`config.mk`:
```
export PLATFORM = sky130hd
export DESIGN_NAME = serial_subtractor
export DESIGN_NICKNAME = d
export VERILOG_FILES = /design/src/rtl/serial_subtractor.sv
export SDC_FILE = /design/constraint.sdc
export NUM_CORES = 1
export LEC_CHECK = 0
export ABC_AREA = 1
export BUFFER_PORTS_ARGS = -buffer_cell sky130_fd_sc_hd__buf_2
export CAP_MARGIN = 20
export CORE_MARGIN = 2
export CORE_UTILIZATION = 27
export DETAILED_ROUTE_END_ITERATION = 12
export GPL_ROUTABILITY_DRIVEN = 0
export PLACE_DENSITY = 0.42
export SLEW_MARGIN = 20
export SYNTH_ARGS = -nofsm -noshare
export SYNTH_HDL_FRONTEND = slang
export SYNTH_HIERARCHICAL = 1
export SYNTH_SLANG_ARGS = --single-unit
```
`constraint.sdc`:
```
create_clock -name clk -period 8.3 [get_ports clk]
set_clock_uncertainty 0.2 [all_clocks]
set_input_delay 0.83 -clock clk [delete_from_list [all_inputs] [get_ports clk]]
set_output_delay 0.83 -clock clk [all_outputs]
set_load 0.01 [all_outputs]
```
`src/rtl/serial_subtractor.sv`:
```
// Digit-serial subtractor: {b_out, diff} = a - b - b_in, DIGIT bits per clock,
// borrow carried between digits in a register; valid/ready on both sides.

module full_sub (
  input  logic x,
  input  logic y,
  input  logic bi,
  output logic d,
  output logic bo
);
  assign d  = x ^ y ^ bi;
  assign bo = (~x & y) | (~(x ^ y) & bi);
endmodule

// state | meaning
// IDLE  | waiting for operands, start_ready high
// BUSY  | one digit per clock, NDIG cycles
// DONE  | result held, res_valid high until res_ready
module serial_subtractor #(
  parameter int WIDTH = 16,
  parameter int DIGIT = 4
) (
  input  logic             clk,
  input  logic             rst_n,
  input  logic             start_valid,
  output logic             start_ready,
  input  logic [WIDTH-1:0] a,
  input  logic [WIDTH-1:0] b,
  input  logic             b_in,
  output logic             res_valid,
  input  logic             res_ready,
  output logic [WIDTH-1:0] diff,
  output logic             b_out,
  output logic             zero,
  output logic             ovf
);
  localparam int NDIG = WIDTH / DIGIT;
  localparam int CW   = (NDIG > 1) ? $clog2(NDIG) : 1;

  generate
    if (WIDTH < 1 || DIGIT < 1 || (WIDTH % DIGIT) != 0) begin : g_bad_params
      $error("serial_subtractor: WIDTH must be a positive multiple of DIGIT");
    end
  endgenerate

  typedef enum logic [1:0] {IDLE, BUSY, DONE} state_t;

  state_t           state, state_nxt;
  logic [WIDTH-1:0] a_sh, b_sh, res_sh, res_nxt;
  logic             brw, brw_nxt;
  logic             a_msb, b_msb;
  logic [CW-1:0]    dig_cnt;
  logic             load, step, last;
  logic [DIGIT:0]   bch;
  logic [DIGIT-1:0] d;

  assign bch[0] = brw;
  for (genvar i = 0; i < DIGIT; i++) begin : g_slice
    full_sub u_fs (
      .x  (a_sh[i]),
      .y  (b_sh[i]),
      .bi (bch[i]),
      .d  (d[i]),
      .bo (bch[i+1])
    );
  end
  assign brw_nxt = bch[DIGIT];

  // new digit enters at the MSB end so the final word needs no reordering
  assign res_nxt = (res_sh >> DIGIT) | (WIDTH'(d) << (WIDTH - DIGIT));
  assign last    = (dig_cnt == '0);

  always_ff @(posedge clk or negedge rst_n) begin
    if (!rst_n) state <= IDLE;
    else        state <= state_nxt;
  end

  always_comb begin
    state_nxt   = state;
    load        = 1'b0;
    step        = 1'b0;
    start_ready = 1'b0;
    res_valid   = 1'b0;
    case (state)
      IDLE: begin
        start_ready = 1'b1;
        if (start_valid) begin
          load      = 1'b1;
          state_nxt = BUSY;
        end
      end
      BUSY: begin
        step = 1'b1;
        if (last) state_nxt = DONE;
      end
      DONE: begin
        res_valid = 1'b1;
        if (res_ready) state_nxt = IDLE;
      end
      default: state_nxt = IDLE;
    endcase
  end

  always_ff @(posedge clk or negedge rst_n) begin
    if (!rst_n) begin
      a_sh    <= '0;
      b_sh    <= '0;
      res_sh  <= '0;
      brw     <= 1'b0;
      a_msb   <= 1'b0;
      b_msb   <= 1'b0;
      dig_cnt <= '0;
      diff    <= '0;
      b_out   <= 1'b0;
      zero    <= 1'b0;
      ovf     <= 1'b0;
    end else if (load) begin
      a_sh    <= a;
      b_sh    <= b;
      brw     <= b_in;
      a_msb   <= a[WIDTH-1];
      b_msb   <= b[WIDTH-1];
      res_sh  <= '0;
      dig_cnt <= CW'(NDIG - 1);
    end else if (step) begin
      a_sh    <= a_sh >> DIGIT;
      b_sh    <= b_sh >> DIGIT;
      brw     <= brw_nxt;
      res_sh  <= res_nxt;
      dig_cnt <= dig_cnt - CW'(1);
      if (last) begin
        diff  <= res_nxt;
        b_out <= brw_nxt;
        zero  <= ~|res_nxt;
        ovf   <= (a_msb ^ b_msb) & (res_nxt[WIDTH-1] ^ a_msb);
      end
    end
  end
endmodule

```
=== Word-level counts from Yosys, hierarchy flattened ===
Index checks and enable logic that the tools add are counted.

* $add $sub $neg: 1
* Equality and inequality tests: 5
* Reductions and logical operators: 7
* Mux-type cells: 19
* Bitwise gates (word level): 33

{| class="wikitable"
|+ Operators by type and width
! operator !! number
|-
| 16-bit 2-to-1 mux || 6
|-
| 12-bit by 16-bit bitwise OR with 16-bit output || 1
|-
| 16-bit OR reduction || 1
|-
| 2-bit 2-to-1 mux || 5
|-
| 1-bit bitwise XOR || 10
|-
| 1-bit AND || 9
|-
| 1-bit NOT || 9
|-
| 1-bit 2-to-1 mux || 7
|-
| 2-bit inequality test, second input constant || 3
|-
| 2-bit one-hot mux with 3 select lines || 1
|-
| 3-bit AND reduction || 2
|-
| 2-bit logical NOT || 2
|-
| 1-bit bitwise OR || 4
|-
| 2-bit by 1-bit equality test with 1-bit output, second input constant || 1
|-
| 2-bit equality test, second input constant || 1
|-
| 2-bit nonzero test || 1
|-
| 2-bit by 1-bit subtractor with 2-bit output, second input constant || 1
|-
| 1-bit logical NOT || 1
|}

* Word-level logic and storage cells: 77
* Output and inout bits: 21
* Register bits: 74

=== Depth between registers and ports, before layout ===
Gate-level depths: netlist (run 1).

* Depth in word-level cells: 12
* Depth in mapped cells: 16
* Mapped depth without buffers: 16

=== Hierarchy ===
Netlist (run 1), hierarchy kept.

{| class="wikitable"
|+ By module, submodules not included
! module !! times used !! area each (µm²) !! cells each
|-
| serial_subtractor || 1 || 2881.5 || 320
|-
| full_sub || 4 || 31.3 || 4
|}

=== Worst setup path after synthesis (run 1) ===
No wires, ideal clock.

* Kind: flip-flop to flip-flop
* From: reg b_sh[0]
* To: reg ovf
* Slack: 5.488 ns
* Stages on the path, launching flop included: 16
* Data required time: 8.035 ns
* Arrival time: 2.547 ns
* Period minus slack after synthesis: 2.812 ns
* Setup time: 0.065 ns
* Cells stage by stage: dfrtp_1 inv_1 fa_1 inv_1 inv_1 fa_1 inv_1 inv_1 fa_1 inv_1 inv_1 fa_1 inv_1 o21ai_0 nand3_1 nand2_1

* Longest elaborated chain between the ends: 12
* Elaborated cells between the ends (all ways): 13
* Those cells by class: 13 x bitwise

{| class="wikitable"
|+ RTL lines
! what !! line !! RTL
|-
| from (decl) || 49 || <nowiki>logic [WIDTH-1:0] a_sh, b_sh, res_sh, res_nxt;</nowiki>
|-
| from (signal assigned) || 127 || <nowiki>b_sh <= b_sh >> DIGIT;</nowiki>
|-
| 1-bit bitwise XOR || 12 || <nowiki>assign bo = (~x & y) | (~(x ^ y) & bi);</nowiki>
|-
| 1-bit NOT || 12 ||
|-
| 1-bit AND || 12 ||
|-
| 1-bit bitwise OR (*) || 12 ||
|-
| net bch[1] || 54 || <nowiki>logic [DIGIT:0] bch;</nowiki>
|-
| 1-bit AND (*) || 12 ||
|-
| 1-bit bitwise OR (*) || 12 ||
|-
| net bch[2] || 54 ||
|-
| 1-bit AND (*) || 12 ||
|-
| 1-bit bitwise OR (*) || 12 ||
|-
| net bch[3] || 54 ||
|-
| 1-bit bitwise XOR (*) || 11 || <nowiki>assign d = x ^ y ^ bi;</nowiki>
|-
| net d[3] || 55 || <nowiki>logic [DIGIT-1:0] d;</nowiki>
|-
| 12-bit by 16-bit bitwise OR with 16-bit output (*) || 70 || <nowiki>assign res_nxt = (res_sh >> DIGIT) | (WIDTH'(d) << (WIDTH - DIGIT));</nowiki>
|-
| 1-bit bitwise XOR (*) || 135 || <nowiki>ovf <= (a_msb ^ b_msb) & (res_nxt[WIDTH-1] ^ a_msb);</nowiki>
|-
| 1-bit AND (*) || 135 ||
|-
| to (signal assigned) || 135 ||
|-
| to (decl) || 35 || <nowiki>output logic ovf</nowiki>
|}

The timed path passes the listed nets; every way through them passes the cells marked *.
A chain may end at the register's enable or synchronous reset.

=== Worst setup path in the final report (run 1) ===
Same ends and word-level chain as after synthesis.

==> results of run 1 <==
[synth_stat cells (2+ instances only)]
master / instances
buf_2: 7
buf_6: 4
dfrtp_1: 70
fa_1: 4
inv_1: 35
inv_2: 2
nand2_1: 130
nand2_2: 2
nand3_1: 28
nor2_1: 12
o21ai_0: 5
o21ai_1: 16
o22ai_1: 12
[layout by cell type (no fill, tap or decap), drive strengths merged]
cell type	instances
ha	1
nor2	14
clkinv	1
clkinvlp	2
buf	58
clkbuf	12
nand2	133
inv	38
o31ai	1
o22ai	12
o21ai	21
o211ai	1
nand3	28
fa	4
dfrtp	70
[area by class of cell]
cell class	instances	area share
Sequential cell	70	0.492
Multi-Input combinational cell	215	0.286
Timing Repair Buffer	58	0.0823
Tap cell	140	0.0492
Clock buffer	12	0.0436
Inverter	38	0.0415
Clock inverter	3	0.00563
[registers in the layout (all words and copies together) (netlist names)]
name     flops
a_sh        16
b_sh        16
diff        16
res_sh      12
dig_cnt      2
state        2
a_msb        1
b_msb        1
b_out        1
brw          1
ovf          1
zero         1
[worst min-delay path by stage]
stage	from	end	slack [ns]	cells after the start
after floorplan	a_sh[12]	a_sh[12]	0.24	2
after global placement	b_sh[13]	b_sh[13]	0.25	2
after detailed placement	b_sh[13]	b_sh[13]	0.26	2
after CTS	b_sh[13]	b_sh[13]	0.28	2
after global routing	a_sh[15]	a_sh[15]	0.30	2
final	b_sh[13]	b_sh[13]	0.27	2
[power breakdown]
part	internal (mW)	total (mW)	leakage (nW)	switching [mW]
clock	0.123	0.251	0.0845	0.128
sequential	0.492	0.573	0.893	0.0808
combinational	0.212	0.603	0.888	0.391
total	0.827	1.43	1.87	0.600
[metal layers]
layer,vias up,wire length (um)
met5,-,0
met4,0,97
met3,10,329
met2,51,3070
met1,1070,3160
li1,1157,-
[worst min-delay path: cells and delay by family, from the launching register on]
| kind | cells | cell delay [ns] |
|---|---|---|
| DFF | 1 | 0.35 |
| and+or+nand+nor | 2 | 0.10 |
[logic make-up after synthesis]
logic type	after synthesis	synth area share
AO/OA/AOI/OAI	35	0.0649
AND/OR/NAND/NOR	175	0.242
flip-flops	70	0.583
adder cells (fa/ha/maj)	5	0.0308
buffers and inverters	51	0.0795
==> results_dict.tcl, run 1 <==
set metrics [dict create \
    ir_drop_uv 105 \
    status "completed" \
    slew_violations 0 \
    fin_crit_ns 2.98 \
    setup_ws_ns 5.32 \
    final_cells 536 \
    cp.depth 15 \
    rsz0062_at_grt "no" \
    yosysUniqueCellTypes 22 \
    start_kind "register" \
    n_fill_cell 1200 \
    post-cts-setup-buffers 0 \
    path_common_cell "inv_1" \
    worst-setup-path-type "register to register" \
    slowest_delay_ns 0.52 \
    drc 0 \
    cp.required_ns 8.38 \
    drt_pass1_iterations 4 \
    dieArea_um2 12000 \
    cts_resized 0 \
    ys.flop_type "dfrtp_1" \
    use_met1 0.159 \
    pre_cts_ws_ns 5.33 \
    r2r_cells 15 \
    r2r_end "ovf" \
    cp_max_fo 3 \
    cp_top_family "adder cells" \
    endpoint_kind "register" \
    core-area_um2 10800 \
    syn_to_final_growth_pct 18.4 \
    clkLatencyLatePin_ns 0.35 \
    hold_buffers 0 \
    yosys-top-cells-area "dfrtp_1, nand2_1, nand3_1" \
    power.density_nw_per_um2 401 \
    clk_pin_slew_ns 0.08 \
    r2r-start "b_sh[0]" \
    ff2ff_setup_slack_ns 5.32 \
    start_util 0.277 \
    finalSetupViolations 0 \
    cts.sinks 70 \
    fmax_mhz 336 \
    ant_nets 0 \
    track_usage 0.124 \
    cts_buffers 9 \
    antenna_found_initial 0 \
    clock_path_buffers 2 \
    cp.arrival_ns 3.06 \
    crit_end "ovf" \
    yosysWarningCount 6 \
    ys_async_sr_fraction 1.00 \
    hp-class "register to register" \
    die_w_um 110 \
    place_area_um2 3380 \
    setup-tns-final_ns 0 \
    multi_input_area_um2 1020 \
    finalHoldViolations 0 \
    synth_top_area_cell "dfrtp_1" \
    hpwlAfterDp_mm 4.34 \
    finalCritPeriodShare 0.359 \
    io_pins 58 \
    p_total_mw 1.43 \
    grt_first_pass_wirelength_mm 11.3 \
    synth_top_area_frac 0.583 \
    finalCoreUtilization 0.328 \
    crit_start "b_sh[0]" \
    portBuffers 57 \
    rows 38 \
    leakagePower_nw 1.87 \
    totalWireLength_mm 6.66 \
    route.detailed.wl_per_inst_um 12.4 \
    synth_edf_count 0 \
    grt_overflow 0 \
    num_vias 2288 \
    grt_pass1_vias 2331 \
    grt_use_met3 0.0391 \
    syn_area_per_cell_um2 8.95 \
    avgViaCountPerCell 4.27 \
    root_buffer "clkbuf_8" \
    synth_cells 336 \
    grt_max_degree 71 \
    fin_area_um2 3560 \
    drt_iter0_drc 96 \
    synth_nets 378 \
    antenna_cells 0 \
    cpMaxStageDelayCell "fa_1" \
    worstPathCellList "inv_1 -> fa_1 -> inv_1 -> inv_1 -> fa_1 -> inv_1 -> inv_1 -> fa_1 -> inv_1 -> inv_1 -> fa_1 -> inv_1 -> o21ai_0 -> nand3_1 -> nand2_1" \
    max_cap_viol_count 0 \
    final.hold.worst_slack_ns 0.275 \
    ys_ff_latch 70 \
    synth_seq_area_share 0.583 \
    cts_tree "built" \
    drive_gt1_frac 0.202 \
    cp_num_buf_inv 8 \
    slew_headroom 0.384 \
    dieHeight_um 110 \
    worst_pin_slew_ns 0.924 \
    dpl.cell_count 521 \
    layout.nets 434 \
    seqCellArea_um2 1750 \
    grt.busiest_layer "met2" \
    met2_usage 0.199 \
    h-tree-depth 3 \
    synth_area_um2 3010 \
]
No activity file was read; power rests on OpenSTA's default activity.
==> run 2: changes to the inputs <==
--- a/config.mk
+++ b/config.mk
@@ -5,14 +5,14 @@
 export SDC_FILE = /design/constraint.sdc
 export NUM_CORES = 1
 export LEC_CHECK = 0
-export ABC_AREA = 1
+export ABC_AREA = 0
 export BUFFER_PORTS_ARGS = -buffer_cell sky130_fd_sc_hd__buf_2
 export CAP_MARGIN = 20
 export CORE_MARGIN = 2
 export CORE_UTILIZATION = 27
 export DETAILED_ROUTE_END_ITERATION = 12
 export GPL_ROUTABILITY_DRIVEN = 0
-export PLACE_DENSITY = 0.42
+export PLACE_DENSITY = 0.43
 export SLEW_MARGIN = 20
 export SYNTH_ARGS = -nofsm -noshare
 export SYNTH_HDL_FRONTEND = slang
==> constraint.sdc (replaced) <==
create_clock -name clk -period 2.58 [get_ports clk]
set_clock_uncertainty 0.2 [all_clocks]
set_input_delay 0.258 -clock clk [delete_from_list [all_inputs] [get_ports clk]]
set_output_delay 0.258 -clock clk [all_outputs]
set_load 0.01 [all_outputs]
==> run 2 against run 1 <==
Compared with the run above:
- the flow now finishes with violations (setup timing)
- clock-buffer cell count shrank 3
- clock power grew to 3.7 times the previous value
- cell count shrank 3.0%
- combinational power grew to 3.4 times the previous value
- wire length grew 5.2%
- non-clock buffer count grew 39
- critical path depth shrank 1
- largest cell class unchanged
- global-route usage grew 0.20 points
==> results_dict.tcl, run 2 <==
set metrics [dict create \
    status "finished with violations" \
    violations "setup timing" \
    r2r_end "zero" \
    ys_ff_latch 70 \
    syn_to_final_growth_pct 33.7 \
    clkLatencyLatePin_ns 0.35 \
    grt_overflow 0 \
    drt_pass1_iterations 4 \
    synth_area_um2 3010 \
    slew_headroom 0.548 \
    cp.required_ns 2.65 \
    grt_use_met3 0.0362 \
    leakagePower_nw 1.97 \
    hp-class "primary input to register" \
    cts_tree "built" \
    worstHoldPathCells 3 \
    fmax_mhz 348 \
    avgViaCountPerCell 4.42 \
    r2r-start "b_sh[0]" \
    power.density_nw_per_um2 1210 \
    yosys-top-cells-count "nand2_1, dfrtp_1, a22oi_1, o21ai_0, mux2_2" \
    totalWireLength_mm 7.00 \
    synth_seq_area_share 0.582 \
    use_met1 0.166 \
    layout.nets 417 \
    synth_nets 325 \
    synth_top_area_cell "dfrtp_1" \
    yosysUniqueCellTypes 24 \
    num_vias 2299 \
    clk_pin_slew_ns 0.08 \
    grt_first_pass_wirelength_mm 11.4 \
    finalCritPeriodShare 1.11 \
    n_fill_cell 1137 \
    met2_usage 0.198 \
    grt_pass1_vias 2267 \
    cts.sinks 70 \
    io_pins 58 \
    hpwlAfterDp_mm 4.43 \
    synth_edf_count 0 \
    worst_pin_slew_ns 0.676 \
    cp_top_family "adder cells" \
    worst-setup-path-type "register to register" \
    final.hold.worst_slack_ns 0.0638 \
    cpMaxStageDelayCell "fa_2" \
    ant_nets 0 \
    synthMostInstantiatedCell "nand2_1" \
    core-area_um2 10800 \
    track_usage 0.126 \
    fin_area_um2 4030 \
    r2r_cells 14 \
    syn_area_per_cell_um2 10.6 \
    drc 0 \
    path_common_cell "inv_2" \
    grt_max_degree 71 \
    ys.flop_type "dfrtp_1" \
    grt.busiest_layer "met2" \
    drive_gt1_frac 0.305 \
    drt_iter0_drc 70 \
    portBuffers 57 \
    fin_crit_ns 2.87 \
    finalHoldViolations 0 \
    synth_top_area_frac 0.582 \
    cp_max_fo 5 \
    final_common_cell "nand2_1" \
    ys_async_sr_fraction 1.00 \
    final_cell_mix "nand2_1, dfrtp_1, buf_2" \
    ir_drop_uv 372 \
    cp_num_buf_inv 7 \
    slowest_delay_ns 0.46 \
    root_buffer "clkbuf_8" \
    rsz0062_at_grt "yes" \
    dieArea_um2 12000 \
    h-tree-depth 3 \
    place_area_um2 3440 \
    min-delay-start "start_valid" \
    ff2ff_setup_slack_ns -0.29 \
    start_util 0.278 \
    cp.arrival_ns 2.94 \
    max_cap_viol_count 0 \
    synth_cells 283 \
    setup_ws_ns -0.295 \
    antenna_found_initial 0 \
    dieHeight_um 110 \
    clock_path_buffers 2 \
    antenna_cells 0 \
    route.detailed.wl_per_inst_um 13.5 \
    setup-tns-final_ns -0.845 \
    worstPathCellList "inv_2 -> fa_2 -> inv_2 -> inv_2 -> fa_2 -> inv_2 -> inv_2 -> fa_2 -> inv_2 -> inv_2 -> fa_2 -> nor4_2 -> nand4_1 -> o21ai_1" \
    yosysWarningCount 6 \
    pre_cts_ws_ns -0.404 \
    top_regs "a_sh: 16 flops, b_sh: 16 flops, diff: 16 flops" \
    endpoint_kind "register" \
    start_kind "register" \
    cts_buffers 9 \
    finalCoreUtilization 0.372 \
    hold-path-endpoint "state[0]" \
    slew_violations 0 \
    finalSetupViolations 4 \
    rows 38 \
    die_w_um 110 \
    yosys-top-cells-area "dfrtp_1, nand2_1, mux2_2" \
]
run 2: worst max path at each step:
stage | depth (start not counted) | end | from
after detailed placement | 14 | zero | b_sh[0]
final | 14 | zero | b_sh[0]
after global placement | 14 | zero | b_sh[0]
after CTS | 14 | zero | b_sh[0]
after global routing | 14 | ovf | b_sh[0]
after floorplan | 14 | zero | b_sh[0]
run 2: tightest hold or removal path, cell delays in order:
cell and delay, ns:
buf_2 0.13, nand2_1 0.10, o21ai_0 0.09
run 2: final cells by class:
class	count	area, um2	share of cell area
Timing Repair Buffer	97	698	0.173
Clock buffer	9	124	0.0308
Sequential cell	70	1750	0.435
Clock inverter	7	82.6	0.0205
Inverter	15	56.3	0.0140
Multi-Input combinational cell	182	1140	0.283
Tap cell	140	175	0.0435
run 2: timing repair:
item,4_1_cts,5_1_grt
hold buffers,35,0
endpoints found under the hold margin,106,0
pin swaps,4,1
gates resized for setup,7,6
endpoints found under the setup margin,6,6
buffers inserted,0,1
run 2: per-stage QoR:
stage / instances / power, mW
floorplan: 283 / 3.29
global placement: 468 / 3.85
CTS: 519 / 4.91
global route: 520 / 5.33
finish: 520 / 4.87
detailed placement: 468 / 3.90
run 2: logic make-up after synthesis:
| family | count (synthesis) | synth area share |
|---|---|---|
| flops | 70 | 0.582 |
| mux | 19 | 0.0710 |
| fa+ha+maj | 5 | 0.0307 |
| compound gates | 52 | 0.113 |
| buf+inv | 31 | 0.0523 |
| simple gates | 106 | 0.152 |
run 2: power by group:
group / total [mW] / internal [mW] / switching [mW]
clock network: 0.923 / 0.460 / 0.463
logic: 2.03 / 0.909 / 1.12
registers: 1.92 / 1.58 / 0.335
total: 4.87 / 2.95 / 1.92
run 2: layer usage:
layer / wire [um] / part of all wire
met2: 3350 / 0.48
met3: 321 / 0.046
met5: 0 / 0
met4: 60 / 0.0086
met1: 3270 / 0.47
